$ cat src/rtl/mips_pkg.sv
// Shared defaults and word/address types for the simplified MIPS datapath.
package mips_pkg;

  localparam int unsigned DEF_DATA_W = 16;
  localparam int unsigned DEF_ADDR_W = 2;

  typedef logic [DEF_ADDR_W-1:0] reg_addr_t;
  typedef logic [DEF_DATA_W-1:0] data_word_t;

endpackage

$ cat src/rtl/reg_file_param_if.sv
// Decode-stage <-> register file bus: two read ports, one write port, reserve.
interface reg_file_param_if
  import mips_pkg::*;
#(
  parameter int unsigned DATA_W = DEF_DATA_W,
  parameter int unsigned ADDR_W = DEF_ADDR_W
) ();

  localparam int unsigned NUM_REGS = 1 << ADDR_W;

  logic [ADDR_W-1:0]   RR1;
  logic [ADDR_W-1:0]   RR2;
  logic [DATA_W-1:0]   RD1;
  logic [DATA_W-1:0]   RD2;
  logic                Ready1;
  logic                Ready2;
  logic [ADDR_W-1:0]   WR;
  logic [DATA_W-1:0]   WD;
  logic                RegWrite;
  logic                Reserve;
  logic [ADDR_W-1:0]   RsvReg;
  logic [NUM_REGS-1:0] Busy;

  // Decode stage side
  modport master (
    output RR1, RR2, WR, WD, RegWrite, Reserve, RsvReg,
    input  RD1, RD2, Ready1, Ready2, Busy
  );

  // Register file side
  modport slave (
    input  RR1, RR2, WR, WD, RegWrite, Reserve, RsvReg,
    output RD1, RD2, Ready1, Ready2, Busy
  );

endinterface

$ cat src/rtl/reg_scoreboard.sv
// Per-register busy bits: set on reserve, cleared on write-back, reserve wins.
module reg_scoreboard
  import mips_pkg::*;
#(
  parameter int unsigned ADDR_W = DEF_ADDR_W
) (
  input  logic                       clock,
  input  logic                       reset,
  input  logic                       Reserve,
  input  logic [ADDR_W-1:0]          RsvReg,
  input  logic                       RegWrite,
  input  logic [ADDR_W-1:0]          WR,
  output logic [(1 << ADDR_W)-1:0]   Busy
);

  localparam int unsigned NUM_REGS = 1 << ADDR_W;

  logic [NUM_REGS-1:0] busy_next;

  // Clear on write-back first so a same-cycle reserve overrides it; bit 0 pinned low
  always_comb begin
    busy_next = Busy;
    if (RegWrite && (WR != '0)) begin
      busy_next[WR] = 1'b0;
    end
    if (Reserve && (RsvReg != '0)) begin
      busy_next[RsvReg] = 1'b1;
    end
    busy_next[0] = 1'b0;
  end

  // Scoreboard register
  always_ff @(posedge clock) begin
    if (reset) begin
      Busy <= '0;
    end else begin
      Busy <= busy_next;
    end
  end

endmodule

$ cat src/rtl/reg_file_param.sv
// Parametrised register file: r0 hard-wired to zero, busy scoreboard, optional bypass.
module reg_file_param
  import mips_pkg::*;
#(
  parameter int unsigned DATA_W = DEF_DATA_W,
  parameter int unsigned ADDR_W = DEF_ADDR_W,
  parameter bit          BYPASS = 1'b1
) (
  input logic             clock,
  input logic             reset,
  reg_file_param_if.slave bus
);

  localparam int unsigned NUM_REGS  = 1 << ADDR_W;
  localparam int unsigned NUM_PORTS = 2;

  logic [DATA_W-1:0]   regs    [NUM_REGS];
  logic [NUM_REGS-1:0] busy;
  logic                wr_en;
  logic [ADDR_W-1:0]   rd_addr [NUM_PORTS];
  logic [DATA_W-1:0]   rd_data [NUM_PORTS];
  logic                rd_rdy  [NUM_PORTS];

  assign wr_en = bus.RegWrite && (bus.WR != '0);

  // Storage: register 0 is never written, so it stays at its reset value of zero
  always_ff @(posedge clock) begin
    if (reset) begin
      for (int unsigned i = 0; i < NUM_REGS; i++) begin
        regs[i] <= '0;
      end
    end else if (wr_en) begin
      regs[bus.WR] <= bus.WD;
    end
  end

  reg_scoreboard #(
    .ADDR_W (ADDR_W)
  ) u_scoreboard (
    .clock    (clock),
    .reset    (reset),
    .Reserve  (bus.Reserve),
    .RsvReg   (bus.RsvReg),
    .RegWrite (bus.RegWrite),
    .WR       (bus.WR),
    .Busy     (busy)
  );

  assign bus.Busy   = busy;
  assign rd_addr[0] = bus.RR1;
  assign rd_addr[1] = bus.RR2;

  // Per-port read mux: r0 -> zero, then same-cycle forward, then storage
  for (genvar p = 0; p < NUM_PORTS; p++) begin : g_port
    logic addr_zero;
    logic fwd_hit;

    assign addr_zero  = (rd_addr[p] == '0);
    assign fwd_hit    = BYPASS && wr_en && (bus.WR == rd_addr[p]);
    assign rd_data[p] = addr_zero ? '0 : (fwd_hit ? bus.WD : regs[rd_addr[p]]);
    assign rd_rdy[p]  = addr_zero | fwd_hit | ~busy[rd_addr[p]];
  end

  assign bus.RD1    = rd_data[0];
  assign bus.RD2    = rd_data[1];
  assign bus.Ready1 = rd_rdy[0];
  assign bus.Ready2 = rd_rdy[1];

endmodule
$ cat src/flat_wrapper.sv
// flat-port wrapper written by rule: the top's interface ports become plain ports
module reg_file_param_flat import mips_pkg::*;
#(
  parameter int unsigned DATA_W = DEF_DATA_W,
  parameter int unsigned ADDR_W = DEF_ADDR_W,
  parameter bit          BYPASS = 1'b1
)
  (clock, reset, bus_RR1, bus_RR2, bus_WR, bus_WD, bus_RegWrite, bus_Reserve, bus_RsvReg, bus_RD1, bus_RD2, bus_Ready1, bus_Ready2, bus_Busy);
  reg_file_param_if #(.DATA_W(DATA_W), .ADDR_W(ADDR_W)) bus_i ();
  input logic clock;
  input logic reset;
  input wire logic [$bits(bus_i.RR1)-1:0] bus_RR1;
  input wire logic [$bits(bus_i.RR2)-1:0] bus_RR2;
  input wire logic [$bits(bus_i.WR)-1:0] bus_WR;
  input wire logic [$bits(bus_i.WD)-1:0] bus_WD;
  input wire logic [$bits(bus_i.RegWrite)-1:0] bus_RegWrite;
  input wire logic [$bits(bus_i.Reserve)-1:0] bus_Reserve;
  input wire logic [$bits(bus_i.RsvReg)-1:0] bus_RsvReg;
  output wire logic [$bits(bus_i.RD1)-1:0] bus_RD1;
  output wire logic [$bits(bus_i.RD2)-1:0] bus_RD2;
  output wire logic [$bits(bus_i.Ready1)-1:0] bus_Ready1;
  output wire logic [$bits(bus_i.Ready2)-1:0] bus_Ready2;
  output wire logic [$bits(bus_i.Busy)-1:0] bus_Busy;
  assign bus_i.RR1 = bus_RR1;
  assign bus_i.RR2 = bus_RR2;
  assign bus_i.WR = bus_WR;
  assign bus_i.WD = bus_WD;
  assign bus_i.RegWrite = bus_RegWrite;
  assign bus_i.Reserve = bus_Reserve;
  assign bus_i.RsvReg = bus_RsvReg;
  assign bus_RD1 = bus_i.RD1;
  assign bus_RD2 = bus_i.RD2;
  assign bus_Ready1 = bus_i.Ready1;
  assign bus_Ready2 = bus_i.Ready2;
  assign bus_Busy = bus_i.Busy;
  reg_file_param #(.DATA_W(DATA_W), .ADDR_W(ADDR_W), .BYPASS(BYPASS)) u_core (.clock(clock), .reset(reset), .bus(bus_i));
endmodule
$ cat config.mk
export PLATFORM = sky130hd
export DESIGN_NAME = reg_file_param_flat
export DESIGN_NICKNAME = d
export VERILOG_FILES = /design/src/rtl/mips_pkg.sv /design/src/rtl/reg_file_param_if.sv /design/src/rtl/reg_scoreboard.sv /design/src/rtl/reg_file_param.sv /design/src/flat_wrapper.sv
export SDC_FILE = /design/constraint.sdc
export NUM_CORES = 1
export LEC_CHECK = 0
export CORE_MARGIN = 2
export CORE_UTILIZATION = 50
export CTS_CLUSTER_DIAMETER = 150
export DETAILED_ROUTE_END_ITERATION = 16
export GPL_TIMING_DRIVEN = 0
export PLACE_DENSITY = 0.76
export SLEW_MARGIN = 25
export SYNTH_ARGS = -nofsm -noshare
export SYNTH_HDL_FRONTEND = slang
export SYNTH_SLANG_ARGS = --single-unit
$ cat constraint.sdc
create_clock -name clock -period 3.5 [get_ports clock]
set_input_delay 0.35 -clock clock [delete_from_list [all_inputs] [get_ports clock]]
set_output_delay 0.35 -clock clock [all_outputs]
set_load 0.1 [all_outputs]
After elaboration in Yosys (flattened, before gate mapping)
Memory sizes are Yosys's and may differ from the RTL's.
Index checks and enable logic that the tools add are counted.
{ "totals": {"romBits": 0, "latchBits": 0, "reg_bits": 4, "ramBits": 64, "word_cells": 53, "mem_count": 1, "input_bits": 28, "output_inout_bits": 38} }
{ "memory_table": {"columns": ["name", "depth", "word_bits", "rd", "rd_ports_with_merged_regs", "write_ports", "line", "rtl"], "rows": [
  ["u_core.regs", 4, 16, 2, 0, 4, "reg_file_param.sv:17", "logic [DATA_W-1:0] regs [NUM_REGS];"]
]} }
{ "op_classes": {"reduce_logical": 11, "n_mux": 22, "n_bitwise": 9, "eq_ne": 2, "n_shift": 0, "magnitude_cmp": 6, "n_div": 0, "add_sub_neg": 0, "n_mul": 0} }
{ "ops": {"columns": ["cell", "count"], "rows": [
  ["16-bit 2-to-1 mux", 5],
  ["16-bit OR reduction", 1],
  ["2-bit by 3-bit less-than comparator with 1-bit output (second input constant)", 4],
  ["1-bit 2-to-1 mux", 10],
  ["4-bit 2-to-1 mux", 2],
  ["1-bit logical AND", 6],
  ["4-bit bitwise AND", 1],
  ["1-bit binary-select mux with 2-bit select", 2],
  ["1-bit demux with 2-bit select", 2],
  ["2-bit == test", 2],
  ["2-bit by 1-bit >= comparator with 1-bit output (second input constant)", 2],
  ["2-bit logical NOT", 2],
  ["4-bit inverter", 1],
  ["1-bit OR", 4],
  ["4-bit OR", 1],
  ["2-bit nonzero test", 2],
  ["2-bit 2-to-1 mux", 1],
  ["1-bit inverter", 2]
]} }

Depth between registers and ports, before layout
Gate-level depths: netlist of run 1.
{ "logic_depth": {"depth_word": 9, "ltp_mapped": 6, "ltp_nobuf": 4} }

Modules after synthesis
A second synthesis of run 1 with hierarchy kept.
{ "unflattened": {"cells_unflattened": 270, "hier_area_um2": 3906.2} }
{ "by_module_without_submodules": {"columns": ["mod", "area_each_um2", "cells_each", "instances", "seq_area_each_um2"], "rows": [
  ["reg_file_param", 3754.9, 255, 1, 1921.8],
  ["reg_scoreboard", 151.4, 15, 1, 60.1]
]} }

Least setup slack after synthesis of run 1
Ideal clock, no wire load.
{ "synth_path": {"path_type": "input to output", "startpoint": "input port bus_WR[1]", "endpoint": "output port bus_RD1[10]", "n_path_buf": 2, "required_ns": 3.150, "t_arrival_ns": 2.460, "setup_slack_ns": 0.690, "cell_stages": 6, "cell_sequence": "buf_6 -> and4bb_1 -> o2bb2ai_4 -> buf_12 -> mux2i_1 -> nor2_1"} }
{ "synth_via": {"elab_chain_cells": 5, "elab_cells_between_ends": 6, "cone_classes": "eq/ne: 1; mux: 2; reduce/logical: 3"} }
{ "synth_lines": {"columns": ["element", "line", "rtl"], "rows": [
  ["from (decl)", "flat_wrapper.sv:14", "input wire logic [$bits(bus_i.WR)-1:0] bus_WR;"],
  ["2-bit nonzero test", "reg_file_param.sv:24", "assign wr_en = bus.RegWrite && (bus.WR != '0);"],
  ["1-bit logical AND", "reg_file_param.sv:24", null],
  ["1-bit logical AND *", "reg_file_param.sv:59", "assign fwd_hit = BYPASS && wr_en && (bus.WR == rd_addr[p]);"],
  ["16-bit 2-to-1 mux * (2 in a row)", "reg_file_param.sv:60", "assign rd_data[p] = addr_zero ? '0 : (fwd_hit ? bus.WD : regs[rd_addr[p]]);"],
  ["to (decl)", "flat_wrapper.sv:19", "output wire logic [$bits(bus_i.RD1)-1:0] bus_RD1;"]
]} }
Mark *: on every way between the ends. The rest lies on a longest branch, timed or not.

Worst setup path after layout of run 1
{ "layout_path": {"startpoint": "input port bus_RR2[1]", "endpoint": "output port bus_RD2[14]"} }
{ "layout_via": {"elab_chain_cells": 4, "elab_cells_between_ends": 6, "cone_classes": "eq/ne: 1; mux: 2; reduce/logical: 2; memory: 1"} }
{ "layout_lines": {"columns": ["element", "line", "rtl"], "rows": [
  ["from (decl)", "flat_wrapper.sv:13", "input wire logic [$bits(bus_i.RR2)-1:0] bus_RR2;"],
  ["parallel branches: the longest is 3 deep, another holds memory 4 x 16 bit", null, null],
  ["16-bit 2-to-1 mux *", "reg_file_param.sv:60", null],
  ["to (decl)", "flat_wrapper.sv:20", "output wire logic [$bits(bus_i.RD2)-1:0] bus_RD2;"]
]} }
Every way passes the cells marked *.

==> results of run 1 <==
==> stage by stage <==
stage | hold slack, ns | utilization | std cells
after floorplan | 0.419 | - | 287
after global placement | 0.496 | 0.621 | 451
after detailed placement | 0.541 | 0.624 | 452
after CTS | 0.436 | 0.641 | 467
after global routing | 0.483 | 0.642 | 467
final | 0.457 | 0.642 | 467
==> critical path, stage by stage <==
cell	delay, ns
clkdlybuf4s50_1	0.50
buf_2	0.29
buf_1	0.51
mux4_2	0.31
mux2i_1	0.07
nor2_1	0.13
dlygate4sd2_1	0.87
==> synthesized netlist by cell type (4+ instances only) <==
cell type,instances
o21ai_0,4
nand2_1,5
mux4_2,4
nor2_1,37
mux4_1,28
buf_2,4
edfxtp_1,64
buf_6,6
clkbuf_1,5
and2_1,48
mux2i_1,32
nand2b_1,4
==> final cells by class <==
cell class	count	area, um2	share of cell area
inverter	2	7.51	0.00151
buffer	20	166	0.0334
clock inverter	6	33.8	0.00678
sequential	67	1980	0.398
timing repair buffer	63	618	0.124
multi-input combinational	198	1930	0.386
tap	102	128	0.0256
clock buffer	9	124	0.0248
==> where the power goes <==
group / switching, mW / internal, mW / total [mW]
Sequential: 0.0289 / 0.945 / 0.974
Combinational: 0.557 / 0.220 / 0.777
Clock: 0.287 / 0.246 / 0.533
==> routing by layer <==
layer / GRT usage / routed length (um) / part of all wire
met5: 0 / 0 / 0
met4: 0.101 / 162 / 0.017
met3: 0.0355 / 397 / 0.043
met2: 0.383 / 4640 / 0.50
met1: 0.301 / 4120 / 0.44
==> worst min path at each step <==
| stage | cells past startpoint | to | slack, ns |
|---|---|---|---|
| finish | 4 | u_core.u_scoreboard.Busy[1] | 0.46 |
| global route | 4 | u_core.u_scoreboard.Busy[1] | 0.48 |
| floorplan | 1 | u_core.u_scoreboard.Busy[2] | 0.42 |
| detailed placement | 2 | u_core.u_scoreboard.Busy[2] | 0.54 |
| global placement | 2 | u_core.u_scoreboard.Busy[3] | 0.50 |
| CTS | 4 | u_core.u_scoreboard.Busy[1] | 0.44 |
==> state kept, by name (all words and copies together) (netlist names) <==
name                      count
u_core.regs                  64
u_core.u_scoreboard.Busy      3
==> logic make-up (layout without fill, tap and decap cells) <==
family / count (synthesis) / in the layout
compound gates: 10 / 10
simple gates: 103 / 103
mux: 66 / 66
flops: 67 / 67
xor+xnor: 2 / 2
buf+inv: 22 / 100
other cells: 1 / 17
==> timing repair <==
action | 4_1_cts | 5_1_grt
cloned | 0 | 0
gates resized for setup | 19 | 3
endpoints found under the setup margin | 19 | 3
==> summary.txt, run 1 <==
Critical path
  • R2R Setup Slk: 2.78 ns
  • CP required: 3.15 ns
  • FF-to-FF path depth: 2
  • Critical Path End: bus_RD2[14]
  • Kind of critical path: in -> out
  • Reg-to-Reg End: u_core.u_scoreboard.Busy[2]
  • Crit path from: bus_RR2[1]
  • Crit. End Element: primary output
  • Worst Path Max Fanout: 10
  • Critical path arrival: 3.02 ns
  • R2r startpoint: u_core.u_scoreboard.Busy[2]
  • CP startpoint kind: input pin

STA
  • Setup ws final: 0.129 ns
  • Fin. max-slew vios: 0
  • Worst slew pin tran: 0.982 ns
  • Final setup viols: 0
  • Final Critical Period: 3.37 ns
  • Fin. Hold Viols: 0
  • RSZ-0062 raised after global routing: false
  • Max Fclk: 297 MHz
  • Total Neg Setup Slack: 0 ns
  • Clock Skew: 0 ns
  • Fin crit share: 0.963
  • Max-slew headroom: 0.343

Global routing
  • GRT Overall Usage: 0.230
  • GRT overflow: 0
  • First-pass GRT wire length: 14,600 um
  • Vias in the first global route: 2,836
  • Largest net degree at the start of global routing: 18
  • Initial antenna violation count: 0

Route
  • Antenna Nets Post-Route: 0
  • Post-route DRC: 0
  • Vias per cell: 5.72
  • DRT iter0 DRCs: 139
  • Final WL: 9320 um
  • Drt wl/cell: 20.0 um
  • DR vias: 2,669
  • Pre-antenna DRT Iters: 4

Clock network
  • Clk_lat worst skew: 0.34 ns
  • CTS tree: built
  • CTS root buf: clkbuf_8
  • Clk sink count: 67
  • Clock transition at path regs: 0.07 ns
  • Post-CTS Setup Repair Bufs: 0
  • CTS buffer count: 9
  • Clock H-tree levels: 3
  • CTS Hold Bufs: 0
  • CTS Buffer Depth: 2

Synthesis
  • Post-synth top area share: 0.479
  • Post-Syn Area: 4020 um2
  • Post-synthesis sequential element count: 67
  • Number of distinct library cells after synthesis: 30
  • Number of enable flip-flop cells after synthesis: 64
  • YS warnings: 0
  • Compound-Gate Fraction of Synth Area: 0.0262
  • Prevailing post-synth register cell: edfxtp_1
  • Syn_area_per_cell: 14.8 um2
  • Synth Area in XOR/XNOR: 0.00436
  • Synth area leaders: edfxtp_1, mux4_1, mux2i_1, and2_1, nor2_1
  • Post-synthesis simple-gate area fraction: 0.141
  • Post-synthesis mux area share: 0.291
  • Leading area contributor after synthesis: edfxtp_1
  • Post-synthesis sequential area ratio: 0.493
  • Largest family of logic cells by synthesized area: multiplexers
  • Post-synthesis share of cell area spent on full adders, half adders and majority gates: 0
  • Mapped Cells: 271
  • Asr flop ratio synth: 0

Final layout
  • N_diodes: 0
  • Layout cells sized above 1: 0.115
  • Nets: 389
  • Design area: 4980 um2
  • Commonest non-fill, non-tap cell in the layout: edfxtp_1
  • Fillcell total: 607
  • Most frequent cells in the layout: edfxtp_1, and2_1, clkdlybuf4s50_1, nor2_1, mux2i_1
  • Area grow syn2layout: 24.1%

Power and ir drop
  • PwrDens: 458 nW/um2
  • Maximum vdd drop: 0.000214 V
  • P_leak: 1.90 nW
  • Total power: 2.28 mW

Floorplanning
  • Initial Utilization: 0.517
  • Std-Cell Rows: 32
  • Horiz. Die Dim: 93.6 um
  • Die area: 8770 um2
  • Chip height: 93.6 um
  • Core ar.: 7770 um2
  • I/O Pins: 66

Worst hold path
  • Worst min path class: in -> reg
  • Min-Delay Startpoint: bus_WR[1]

Placed design
  • IO Port Bufs: 62
  • DP HPWL: 6360 um
  • Gpl congestion: 0.757
  • Placed cell area: 4840 um2
  • Pre-CTS setup slack: -0.141 ns

Run status
  • Status: complete, no violations

Job
  • Maxcap violations: 0
No activity file was read; power rests on OpenSTA's default activity.
==> run 2, diff against run 1 <==
- SLEW_MARGIN: 25 -> not set
==> run 2 against run 1 <==
Compared with the run above: wire length fell by 0.93%; total power increased by 0.16%; register-to-register slack is essentially flat; largest power group unchanged; clock skew unchanged; setup slack got worse by 0.037 ns; critical path type unchanged; sequential share of layout area hardly changed; maximum frequency is 1.1% lower; clock-buffer cell count unchanged; die area did not move; flip-flop and latch count is the same; critical path depth stayed put.
==> summary.txt, run 2 (synthesis gave the netlist of run 1 again) <==
Floorplanning
  • I/O Pins: 66
  • Initial Utilization: 0.517
  • Core ar.: 7770 um2
  • Std-Cell Rows: 32
  • Chip height: 93.6 um
  • Horiz. Die Dim: 93.6 um
  • Die area: 8770 um2

Critical path
  • CP required: 3.15 ns
  • Kind of critical path: in -> out
  • FF-to-FF path depth: 2
  • R2R Setup Slk: 2.78 ns
  • R2r startpoint: u_core.u_scoreboard.Busy[2]
  • Worst Path Max Fanout: 10
  • Reg-to-Reg End: u_core.u_scoreboard.Busy[2]
  • CP startpoint kind: input pin
  • Crit. End Element: primary output
  • Critical path arrival: 3.06 ns

Global routing
  • First-pass GRT wire length: 14,500 um
  • GRT Overall Usage: 0.228
  • Largest net degree at the start of global routing: 18
  • GRT overflow: 0
  • Initial antenna violation count: 0
  • Vias in the first global route: 2,806

Clock network
  • Post-CTS Setup Repair Bufs: 0
  • CTS tree: built
  • Clk_lat worst skew: 0.34 ns
  • CTS Hold Bufs: 0
  • Clock transition at path regs: 0.07 ns
  • CTS root buf: clkbuf_8
  • CTS buffer count: 9
  • Clk sink count: 67
  • CTS Buffer Depth: 2
  • Clock H-tree levels: 3

Final layout
  • N_diodes: 0
  • Regs by FF count: u_core.regs: 64 flops, u_core.u_scoreboard.Busy: 3 flops
  • Layout cells sized above 1: 0.112
  • Nets: 389
  • Commonest non-fill, non-tap cell in the layout: edfxtp_1
  • Most frequent cells in the layout: edfxtp_1, and2_1, clkdlybuf4s50_1, nor2_1, mux2i_1
  • Most flop-heavy register: u_core.regs
  • Max reg flops: 64
  • Fin cells: 467
  • Area grow syn2layout: 24.2%

STA
  • Clock Skew: 0 ns
  • Worst slew pin tran: 1.10 ns
  • RSZ-0062 raised after global routing: false
  • Max Fclk: 293 MHz
  • Fin crit share: 0.974
  • Setup ws final: 0.0916 ns
  • Final Critical Period: 3.41 ns
  • Max-slew headroom: 0.267
  • Fin. max-slew vios: 0
  • Final setup viols: 0
  • Fin. Hold Viols: 0

Placed design
  • IO Port Bufs: 62
  • # placed instances: 452
  • Gpl congestion: 0.757
  • Pre-CTS setup slack: -0.144 ns
  • DP HPWL: 6320 um

Worst hold path
  • Worst hold path cell count: 4
  • Worst min path class: in -> reg
  • Min-Delay Startpoint: bus_WR[1]
  • Hold endpoint: u_core.u_scoreboard.Busy[1]

Job
  • Maxcap violations: 0

Run status
  • Status: complete, no violations

Power and ir drop
  • Total power: 2.29 mW
  • P_leak: 1.92 nW
  • PwrDens: 458 nW/um2
  • Maximum vdd drop: 0.000209 V

Route
  • Antenna Nets Post-Route: 0
  • Drt wl/cell: 19.8 um
  • DR vias: 2,635
  • Final WL: 9240 um
  • Pre-antenna DRT Iters: 4
  • Vias per cell: 5.64
  • Post-route DRC: 0
  • DRT iter0 DRCs: 134
==> run 2: changes by cell type in the layout (fill, tap and decap cells not counted), sizes merged <==
cell,before,now
dlymetal6s2s,2,3
clkdlybuf4s50,41,42
dlygate4sd2,18,16
==> run 2: area by class of cell <==
cell class,count,area [um2]
Sequential cell,67,1980
Inverter,2,7.51
Clock buffer,9,124
Tap cell,102,128
Clock inverter,6,33.8
Timing Repair Buffer,63,623
Multi-Input combinational cell,198,1930
Fill cell,604,2780
Buffer,20,165
==> run 2: how the worst max path moves through the flow <==
stage | start | endpoint | slack [ns] | depth (start not counted)
floorplan | bus_WR[1] | bus_RD1[10] | 0.69 | 6
global placement | bus_RR2[1] | bus_RD2[14] | -0.13 | 7
detailed placement | bus_RR2[1] | bus_RD2[14] | -0.14 | 7
CTS | bus_RR2[0] | bus_RD2[5] | 0.04 | 7
global route | bus_RR2[1] | bus_RD2[7] | 0.003 | 7
finish | bus_RR2[1] | bus_RD2[14] | 0.09 | 7
==> run 2: layer usage <==
metal	up-vias	GRT usage	part of all wire
li1	1216	-	-
met1	1326	0.307	0.45
met2	80	0.371	0.49
met3	13	0.0330	0.050
met4	0	0.0990	0.015
met5	-	0	0
==> run 2: critical path: stages <==
cell and delay [ns]:
clkdlybuf4s50_1 0.50, buf_2 0.28, buf_1 0.52, mux4_2 0.31, mux2i_1 0.06, nor2_1 0.14, dlygate4sd2_1 0.87
==> run 2: power by group <==
part	internal, mW	total (mW)	switching (mW)	leakage, nW
clock network	0.246	0.535	0.289	0.0783
logic	0.221	0.778	0.557	1.18
registers	0.945	0.973	0.0285	0.654
total	1.41	2.29	0.874	1.92
==> run 2: timing repair <==
item / in CTS / in global routing
gates resized for setup: 17 / 4
endpoints found under the setup margin: 17 / 4
cloned: 0 / 0
==> run 2: through the flow <==
step                      setup TNS, ns   util  hold WS [ns]  cell area, um2
after floorplan                       0      -         0.419            4080
after global placement           -0.629  0.621         0.496            4820
after CTS                             0  0.641         0.433            4980
after detailed placement         -0.861  0.624         0.538            4840
final                                 0  0.642         0.453            4990
after global routing                  0  0.642         0.482            4990
==> run 3, diff against run 2 <==
- TNS_END_PERCENT: not set -> 100
==> results of run 3 <==
Same layout as run 2: the final DEF is identical, and so are final timing and power.
